## config.mk

```make
export PLATFORM = sky130hd
export DESIGN_NAME = demux_alterno
export DESIGN_NICKNAME = d
export VERILOG_FILES = /design/src/rtl/demux_alterno.sv
export SDC_FILE = /design/constraint.sdc
export NUM_CORES = 1
export LEC_CHECK = 0
export CAP_MARGIN = 20
export CORE_ASPECT_RATIO = 0.5
export CORE_MARGIN = 2
export CORE_UTILIZATION = 45
export CTS_BUF_LIST = sky130_fd_sc_hd__clkbuf_4 sky130_fd_sc_hd__clkbuf_8 sky130_fd_sc_hd__clkbuf_16
export CTS_CLUSTER_SIZE = 25
export DETAILED_ROUTE_END_ITERATION = 8
export PLACE_DENSITY = 0.78
export SYNTH_ARGS = -nofsm -noshare
export SYNTH_HDL_FRONTEND = slang
export SYNTH_SLANG_ARGS = --single-unit
```

## constraint.sdc

```tcl
create_clock -name clk -period 2.4 [get_ports clk]
set_clock_uncertainty 0.1 [all_clocks]
set_input_delay 0.24 -clock clk [delete_from_list [all_inputs] [get_ports clk]]
set_output_delay 0.24 -clock clk [all_outputs]
set_load 0.005 [all_outputs]
```

## src/rtl/demux_alterno.sv

```systemverilog
// Receive-side burst-alternating 1:2 demultiplexer: each valid burst goes to the
// opposite destination from the previous one, with registered outputs and per-output word counters.
`timescale 1ns/1ps
module demux_alterno #(
    parameter int DATA_W = 8,
    parameter int CNT_W  = 8
) (
    input  logic              clk,
    input  logic              reset_L,
    input  logic [DATA_W-1:0] data_in_c,
    input  logic              valid_in_c,
    output logic [DATA_W-1:0] data_out_0_c,
    output logic              valid_out_0_c,
    output logic [DATA_W-1:0] data_out_1_c,
    output logic              valid_out_1_c,
    output logic [CNT_W-1:0]  cnt_0_c,
    output logic [CNT_W-1:0]  cnt_1_c,
    output logic              dest_c
);

    localparam logic [4:0] INICIAL     = 5'd1;
    localparam logic [4:0] TRANS_0     = 5'd2;
    localparam logic [4:0] TRANS_1     = 5'd4;
    localparam logic [4:0] W_LST_DATA1 = 5'd8;
    localparam logic [4:0] W_LST_DATA0 = 5'd16;

    logic [4:0]        state_q, state_d;
    logic              route_0_s, route_1_s;
    logic [DATA_W-1:0] data_out_0_q, data_out_0_d;
    logic [DATA_W-1:0] data_out_1_q, data_out_1_d;
    logic              valid_out_0_q, valid_out_0_d;
    logic              valid_out_1_q, valid_out_1_d;
    logic [CNT_W-1:0]  cnt_0_q, cnt_0_d;
    logic [CNT_W-1:0]  cnt_1_q, cnt_1_d;
    logic              dest_q, dest_d;

    // State register; reset returns to INICIAL so the next burst always starts on destination 0.
    always_ff @(posedge clk) begin
        if (!reset_L) begin
            state_q <= INICIAL;
        end else begin
            state_q <= state_d;
        end
    end

    // Next-state logic; any non-one-hot encoding falls back to INICIAL.
    always_comb begin
        state_d = state_q;
        case (state_q)
            INICIAL: begin
                if (valid_in_c) state_d = TRANS_0;
                else            state_d = INICIAL;
            end
            TRANS_0: begin
                if (valid_in_c) state_d = TRANS_0;
                else            state_d = W_LST_DATA0;
            end
            TRANS_1: begin
                if (valid_in_c) state_d = TRANS_1;
                else            state_d = W_LST_DATA1;
            end
            W_LST_DATA0: begin
                if (valid_in_c) state_d = TRANS_1;
                else            state_d = W_LST_DATA0;
            end
            W_LST_DATA1: begin
                if (valid_in_c) state_d = TRANS_0;
                else            state_d = W_LST_DATA1;
            end
            default: state_d = INICIAL;
        endcase
    end

    // Output decode: which destination (if any) takes the current word, and the next register values.
    always_comb begin
        route_0_s = 1'b0;
        route_1_s = 1'b0;
        case (state_q)
            INICIAL, TRANS_0, W_LST_DATA1: route_0_s = valid_in_c;
            TRANS_1, W_LST_DATA0:          route_1_s = valid_in_c;
            default: begin
                route_0_s = 1'b0;
                route_1_s = 1'b0;
            end
        endcase

        valid_out_0_d = route_0_s;
        valid_out_1_d = route_1_s;
        if (route_0_s) begin
            data_out_0_d = data_in_c;
            cnt_0_d      = cnt_0_q + {{(CNT_W-1){1'b0}}, 1'b1};
        end else begin
            data_out_0_d = {DATA_W{1'b0}};
            cnt_0_d      = cnt_0_q;
        end
        if (route_1_s) begin
            data_out_1_d = data_in_c;
            cnt_1_d      = cnt_1_q + {{(CNT_W-1){1'b0}}, 1'b1};
        end else begin
            data_out_1_d = {DATA_W{1'b0}};
            cnt_1_d      = cnt_1_q;
        end
        if (route_1_s) begin
            dest_d = 1'b1;
        end else if (route_0_s) begin
            dest_d = 1'b0;
        end else begin
            dest_d = dest_q;
        end
    end

    // Output registers; reset dominates any word presented on the same edge.
    always_ff @(posedge clk) begin
        if (!reset_L) begin
            data_out_0_q  <= {DATA_W{1'b0}};
            data_out_1_q  <= {DATA_W{1'b0}};
            valid_out_0_q <= 1'b0;
            valid_out_1_q <= 1'b0;
            cnt_0_q       <= {CNT_W{1'b0}};
            cnt_1_q       <= {CNT_W{1'b0}};
            dest_q        <= 1'b0;
        end else begin
            data_out_0_q  <= data_out_0_d;
            data_out_1_q  <= data_out_1_d;
            valid_out_0_q <= valid_out_0_d;
            valid_out_1_q <= valid_out_1_d;
            cnt_0_q       <= cnt_0_d;
            cnt_1_q       <= cnt_1_d;
            dest_q        <= dest_d;
        end
    end

    assign data_out_0_c  = data_out_0_q;
    assign data_out_1_c  = data_out_1_q;
    assign valid_out_0_c = valid_out_0_q;
    assign valid_out_1_c = valid_out_1_q;
    assign cnt_0_c       = cnt_0_q;
    assign cnt_1_c       = cnt_1_q;
    assign dest_c        = dest_q;

endmodule

```

### Word level (Yosys, flattened, before mapping)

Cells that the tools add are included.

| storage, ports and cells | value |
|---|---|
| bits in registers | 40 |
| bits of input ports | 11 |
| output and inout port bits | 35 |
| word-level logic and storage cells | 30 |

| operators by class | value |
|---|---|
| $add $sub $neg | 2 |
| eq/ne operators | 5 |
| multiplexer cells | 10 |
| reductions and logical operators | 5 |

Operators with widths:

| cell | count |
|---|---|
| $pmux 5 s5 | 1 |
| $add 8x1->8 const B | 2 |
| $mux 5 | 2 |
| $mux 4 | 2 |
| $eq 5x1->1 const B | 1 |
| $eq 5x2->1 const B | 1 |
| $eq 5x3->1 const B | 1 |
| $eq 5x4->1 const B | 1 |
| $eq 5x5->1 const B | 1 |
| $mux 1 | 4 |
| $reduce_and 2->1 | 2 |
| $reduce_or 3->1 | 1 |
| $mux 2 | 1 |
| $reduce_bool 2->1 | 1 |
| $reduce_or 2->1 | 1 |

### Depth between registers and ports, before layout

Gate-level depths: netlist of run 1.

| depth | value |
|---|---|
| depth in word-level cells | 5 |
| mapped depth | 6 |
| mapped depth without buffers | 5 |

### Least setup slack after synthesis of run 1

Ideal clock, no wire load.

| timing | value |
|---|---|
| kind | flip-flop to flip-flop |
| start | register state_q[1] |
| end | register cnt_1_q[7] (netlist: cnt_1_c[7]) |
| setup time | 128 ps |
| arrival | 1446 ps |
| required time | 2172 ps |
| setup slack | 726 ps |
| stages on the path, launching flop included | 6 |
| path buffers | 1 |
| clock period less this slack | 1674 ps |
| cells stage by stage | dfxtp_1 buf_6 or4b_4 nor4_1 xnor2_1 nor2_1 |

| between the ends | value |
|---|---|
| longest elaborated chain between the ends | 3 |
| elaborated cells on any way between the ends | 4 |
| those cells by class | 2 x eq/ne; 1 x mux; 1 x reduce/logical |

Ends and longest elaborated chain:

| what | RTL line | text |
|---|---|---|
| start, declared | 27 | `logic [4:0] state_q, state_d;` |
| start signal, assigned | 42 | `state_q <= state_d;` |
| $eq 5x3->1 or $eq 5x5->1 (tied branches) | 78 | `case (state_q)` |
| $reduce_or 2->1 (*) | 78 |  |
| $mux 1 (*) | 78 |  |
| end signal, assigned | 120 | `cnt_1_q <= {CNT_W{1'b0}};` |
| end signal, assigned | 128 | `cnt_1_q <= cnt_1_d;` |
| end, declared | 34 | `logic [CNT_W-1:0] cnt_1_q, cnt_1_d;` |

Mark *: on every way between the ends. The rest lies on a longest branch, timed or not.
A chain may end at the register's enable or synchronous reset.

### Worst setup path in the final report of run 1

| timing | value |
|---|---|
| start | input port valid_in_c |
| end | register cnt_0_q[4] (netlist: cnt_0_c[4]) |

| between the ends | value |
|---|---|
| longest elaborated chain between the ends | 1 |

Ends and longest elaborated chain:

| what | RTL line | text |
|---|---|---|
| start, declared | 11 | `input logic valid_in_c,` |
| $mux 1 | 78 |  |
| end signal, assigned | 119 | `cnt_0_q <= {CNT_W{1'b0}};` |
| end signal, assigned | 127 | `cnt_0_q <= cnt_0_d;` |
| end, declared | 33 | `logic [CNT_W-1:0] cnt_0_q, cnt_0_d;` |

Every way passes these cells.

==> qor.csv, run 1 <==
metric;value;unit
cp-startpoint;valid_in_c;
crit_path_end;cnt_0_c[4]$_SDFFE_PN0P_;
grt_pass1_vias;1172;
outcome;finished clean;
grt_first_pass_wirelength;5.09;mm
dp_hpwl;2.13;mm
cts_setup_buffers;0;
synthToLayoutAreaGrowth;39.0;%
pwr_density_cell;601;nW/um^2
wirelength;3.09;mm
insertedDiodeCount;0;
cp.required;2520;ps
drt_iter0_drc;102;
grt_max_degree;22;
endpoint_kind;flop;
hold_class;flop to flop;
irDropWorstVdd;0.000352;V
grt_use_met1;20.2;%
n_fill_cell;258;
firstDrtPassIters;4;
worstSetupPathType;input port to flop;
p_leak;0.755;nW
r2r_end;cnt_0_c[4]$_SDFFE_PN0P_;
post-route-period-util;78.0;%
grtUsageTotal;17.3;%
synth_warnings;0;
placedCellCount;243;
netlist_instances;163;
async_flop_share;0;%
final_cells;251;
seq_area_frac_synth;53.4;%
routedWlPerCell;12.3;um
gp_congestion;0.730;
synth-main-ff-cell;dfxtp_1;
arrival;1990;ps
multiInputGateArea;639;sq um
avgSynthCellArea;9.20;sq um
antenna_found_initial;0;
cts_buffer_depth;2;
tns;0;ps
ctsResizeCount;0;
final_cell_mix;45 x clkdlybuf4s50_1, 40 x dfxtp_1, 29 x nor2_1;
r2r_setup_slack;540;ps
syn_nets;176;
synth_edf_count;0;
cts-hold-fix-buffers;0;
clk_pin_slew_worst_paths;80;ps
ys_seq_elements;40;
num_rows;14;
start_util;48.6;%
critPathMaxFanout;9;
rsz0062_at_grt;no;
setup_violations;0;
worst_pin_slew;565;ps
core_area;3080;sq um
die_x;85.6;um
syn-cell-area;1500;sq um
start_kind;input port;
finalMaxSlewViolations;0;
cts-buffers-inserted;5;
cts_tree;done;
relSlewSlack;62.2;%
cts_root_buf;clkbuf_8;
io_buffers;45;
r2r_start;state_q[3]$_SDFF_PN0_;
num_vias;1259;
final_common_cell;clkdlybuf4s50_1;
layout_min_cycle_time;1870;ps
seq_area;801;sq um
cap_violations;0;
die-area;3840;sq um
postRouteAntennaNets;0;
use_met3;6.22;%
hold_violations;0;
layout.nets;223;
viasPerCell;5.02;
grtUsageMet2;30.5;%
htreeDepth;2;
worstSkewPairLatency;280;ps
die_height;44.8;um
drive_gt1_share;7.11;%
cts.sinks;40;
reg2regPathDepth;5;
grt-ovfl-total;0;
synth_cell_types;28;
grt.busiest_layer;met2;
max_freq;0.534;GHz
io_pins;46;
drc;0;
## how the worst min path moves through the flow
stage                              from                         end  cells past startpoint
floorplan                  data_in_c[0]  data_out_0_c[0]$_SDFF_PN0_                      2
global placement    dest_c$_SDFFE_PN0P_         dest_c$_SDFFE_PN0P_                      2
detailed placement  dest_c$_SDFFE_PN0P_         dest_c$_SDFFE_PN0P_                      2
finish              dest_c$_SDFFE_PN0P_         dest_c$_SDFFE_PN0P_                      2
CTS                 dest_c$_SDFFE_PN0P_         dest_c$_SDFFE_PN0P_                      2
global route        dest_c$_SDFFE_PN0P_         dest_c$_SDFFE_PN0P_                      2
## flip-flops by register name (all words and copies together) (netlist names)
signal / flops
cnt_0_c: 8
cnt_1_c: 8
data_out_0_c: 8
data_out_1_c: 8
dest_c: 1
state_q: 5
valid_out_0_c: 1
valid_out_1_c: 1
## cells in the mapped netlist (3+ instances only)
cell type	count	area share (%)
a21oi_1	8	2.7
buf_2	5	1.7
clkbuf_1	4	1.0
dfxtp_1	40	53
nand2_1	15	3.8
nand3_1	5	1.7
nor2_1	29	7.3
nor4_1	4	1.7
o21ai_0	9	3.0
o31ai_1	3	1.5
or3_1	6	2.5
xnor2_1	7	4.1
xor2_1	6	3.5
## where the power goes
group | total (mW) | internal [mW] | switching (mW)
sequential | 0.691 | 0.677 | 0.0141
combinational | 0.0974 | 0.0548 | 0.0427
clock | 0.463 | 0.233 | 0.231
## per-layer routing
layer,share of wire [%],vias up
li1,-,646
met1,46,587
met2,49,26
met3,5.1,0
met4,0,0
met5,0,-
## per-stage QoR
| stage | util (%) | hold WS [ps] | instance area (sq um) | setup slack [ps] | total power, mW |
|---|---|---|---|---|---|
| after detailed placement | 64.4 | 361 | 1990 | 233 | 0.804 |
| final | 67.6 | 365 | 2080 | 529 | 1.25 |
| after global placement | 64.4 | 352 | 1990 | 340 | 0.802 |
| after CTS | 67.6 | 372 | 2080 | 512 | 1.26 |
| after floorplan | - | 285 | 1500 | 726 | 0.753 |
| after global routing | 67.6 | 391 | 2080 | 369 | 1.30 |
## logic make-up after synthesis
logic type / synth area share [%]
AND/OR/NAND/NOR: 24.4
flip-flops: 53.4
AO/OA/AOI/OAI: 7.68
XOR/XNOR: 7.60
buffers and inverters: 3.92
multiplexers: 1.34
adder cells (fa/ha/maj): 1.67
## area by class of cell
class                   count  share of cell area [%]
repair buffers             50                    23.4
multi-input cells         111                    30.7
clock buffers               6                    3.96
flip-flops and latches     40                    38.4
well taps                  40                    2.40
clock inverters             2                   0.721
inverters                   2                   0.360
## critical path, cell delays in order
cell	delay, ps
clkdlybuf4s50_1	520
nor3b_1	210
o211ai_1	270
buf_4	250
or3_1	340
a21oi_1	150
(Power assumes the default switching activity.)
==> run 2, diff against run 1 <==
--- a/config.mk
+++ b/config.mk
@@ -8,11 +8,11 @@
 export CAP_MARGIN = 20
 export CORE_ASPECT_RATIO = 0.5
 export CORE_MARGIN = 2
-export CORE_UTILIZATION = 45
+export CORE_UTILIZATION = 41
 export CTS_BUF_LIST = sky130_fd_sc_hd__clkbuf_4 sky130_fd_sc_hd__clkbuf_8 sky130_fd_sc_hd__clkbuf_16
 export CTS_CLUSTER_SIZE = 25
 export DETAILED_ROUTE_END_ITERATION = 8
-export PLACE_DENSITY = 0.78
+export PLACE_DENSITY = 0.75
 export SYNTH_ARGS = -nofsm -noshare
 export SYNTH_HDL_FRONTEND = slang
 export SYNTH_SLANG_ARGS = --single-unit
==> constraint.sdc (replaced) <==
create_clock -name clk -period 1.6 [get_ports clk]
set_clock_uncertainty 0.1 [all_clocks]
set_input_delay 0.16 -clock clk [delete_from_list [all_inputs] [get_ports clk]]
set_output_delay 0.16 -clock clk [all_outputs]
set_load 0.005 [all_outputs]
==> run 2 against run 1 <==
The flow now finishes with violations (setup timing). Critical path depth is the same. Register-to-register slack lost 620 ps. Cell area grew 13%. Final cell count grew 10%. Highest routed layer is now met4. Wire length grew 13%. Clock power grew 75%. Critical path type is now flop to flop. Combinational power grew 120%. Global-route usage grew 0.19 points.
==> qor.csv, run 2 (same netlist as run 1, synthesis figures left out) <==
metric;value;unit;change
finalInstanceArea;2350;sq um;+13%
routedWlPerCell;12.6;um;+2.8%
irDropWorstVdd;0.000445;V;+26%
dp_hpwl;2.34;mm;+9.9%
finalMaxSlewViolations;0;;unchanged
worstSkewPairLatency;280;ps;about the same
wirelength;3.50;mm;+13%
start_kind;flop;;
grtUsageTotal;17.5;%;+0.19 points
grt_max_degree;22;;unchanged
setup_violations;4;;+4
worst_pin_slew;600;ps;+34.6 ps
relSlewSlack;59.7;%;-2.4 points
core_area;3470;sq um;+13%
place_ws;-423;ps;-656 ps
grt_pass1_vias;1185;;+1.1%
cts-buffers-inserted;5;;unchanged
cap_violations;0;;unchanged
start_util;43.2;%;-5.4 points
cts_buffer_depth;2;;unchanged
num_rows;15;;+1
layout_min_cycle_time;1680;ps;
placedCellCount;264;;+8.6%
fin_ws;-81.0;ps;-610 ps
cp.required;1680;ps;-840 ps
grt-ovfl-total;0;;unchanged
p_leak;0.902;nW;+19%
drive_gt1_share;21.7;%;+15 points
htreeDepth;2;;unchanged
grt_first_pass_wirelength;5.42;mm;+6.5%
cts_root_buf;clkbuf_8;;
failed_checks;setup timing;;
cts.sinks;40;;unchanged
viasPerCell;4.78;;-4.6%
max_freq;0.595;GHz;
cts-hold-fix-buffers;0;;unchanged
io_buffers;45;;unchanged
die_height;46.8;um;+4.3%
placed_area;2090;sq um;+5.1%
arrival;1760;ps;-230 ps
drt_iter0_drc;37;;-64%
clk_pin_slew_worst_paths;80;ps;about the same
tns;-226;ps;-226 ps
final_common_cell;clkdlybuf4s50_1;;
post-route-period-util;105;%;
io_pins;46;;unchanged
critPathMaxFanout;6;;-3
rsz0062_at_grt;yes;;
drc;0;;unchanged
worstSetupPathType;flop to flop;;
synthToLayoutAreaGrowth;56.6;%;
num_vias;1325;;+5.2%
firstDrtPassIters;4;;unchanged
outcome;finished, violations left;;
gp_congestion;0.750;;+2.9%
layout.nets;238;;+6.7%
insertedDiodeCount;0;;unchanged
hold_violations;0;;unchanged
postRouteAntennaNets;0;;unchanged
cts_tree;done;;
final_cell_mix;44 x clkdlybuf4s50_1, 33 x dfxtp_1, 27 x nor2_1;;
die-area;4190;sq um;+9.1%
antenna_found_initial;0;;unchanged
final_cells;277;;+10%
endpoint_kind;flop;;
die_x;89.5;um;+4.5%
hold_class;input port to flop;;
pwr_density_cell;877;nW/um^2;+46%
==> run 2: cell count changes in the layout (fill, tap and decap cells not counted), moves of 3 or more <==
| cell | delta |
|---|---|
| o21ai_0 | -3 |
| dfxtp_1 | -7 |
| dfxtp_2 | +5 |
| buf_4 | +11 |
==> run 2: through the flow <==
stage | hold WS [ps] | power (mW) | util [%]
6_report | 321 | 2.06 | 67.6
5_1_grt | 326 | 2.14 | 67.6
4_1_cts | 312 | 2.07 | 65.6
3_5_place_dp | 355 | 1.22 | 60.1
3_3_place_gp | 341 | 1.22 | 60.1
2_1_floorplan | 205 | 1.13 | -
==> run 2: layer usage <==
| metal | vias to the layer above | share of wire (%) | global-route usage [%] |
|---|---|---|---|
| li1 | 677 | - | - |
| met2 | 20 | 48 | 28.7 |
| met3 | 2 | 4.1 | 6.33 |
| met5 | - | 0 | 0 |
| met4 | 0 | 0.40 | 4.48 |
| met1 | 626 | 48 | 22.5 |
==> run 2: final cells by class <==
cell class | count | area (sq um)
Multi-Input combinational cell | 111 | 723
Sequential cell | 40 | 815
Timing Repair Buffer | 65 | 627
Fill cell | 258 | 1120
Inverter | 2 | 7.51
Tap cell | 51 | 63.8
Clock buffer | 6 | 76.3
Clock inverter | 2 | 35.0
==> run 2: critical path, cell delays in order (launching register included) <==
cell      delay (ps)
dfxtp_4          370
xor2_2           170
o211ai_1         360
buf_4            230
buf_6            110
mux2i_1          180
nor2_1            60
==> run 2: path summary, 6_finish.rpt <==
kind	startpoint	to	slack [ps]	cells after the start
worst max-delay path	state_q[1]$_SDFF_PN0_	cnt_0_c[1]$_SDFFE_PN0P_	-80	6
worst min-delay path	data_in_c[1]	data_out_0_c[1]$_SDFF_PN0_	320	3
worst max register to register	state_q[1]$_SDFF_PN0_	cnt_0_c[1]$_SDFFE_PN0P_	-80	6
worst min register to register	cnt_0_c[4]$_SDFFE_PN0P_	cnt_0_c[4]$_SDFFE_PN0P_	380	2
==> run 2: power breakdown <==
part | leakage [nW] | switching (mW) | total [mW] | internal (mW)
Combinational | 0.516 | 0.0901 | 0.214 | 0.123
Clock | 0.0586 | 0.332 | 0.812 | 0.480
Sequential | 0.327 | 0.0186 | 1.03 | 1.01
==> run 2: what timing repair did <==
| item | in CTS | in global routing |
|---|---|---|
| setup buffers | 1 | 5 |
| setup endpoints to repair | 11 | 22 |
| resized for setup | 12 | 19 |
| pin swaps | 6 | 15 |
| gates cloned | 1 | 0 |
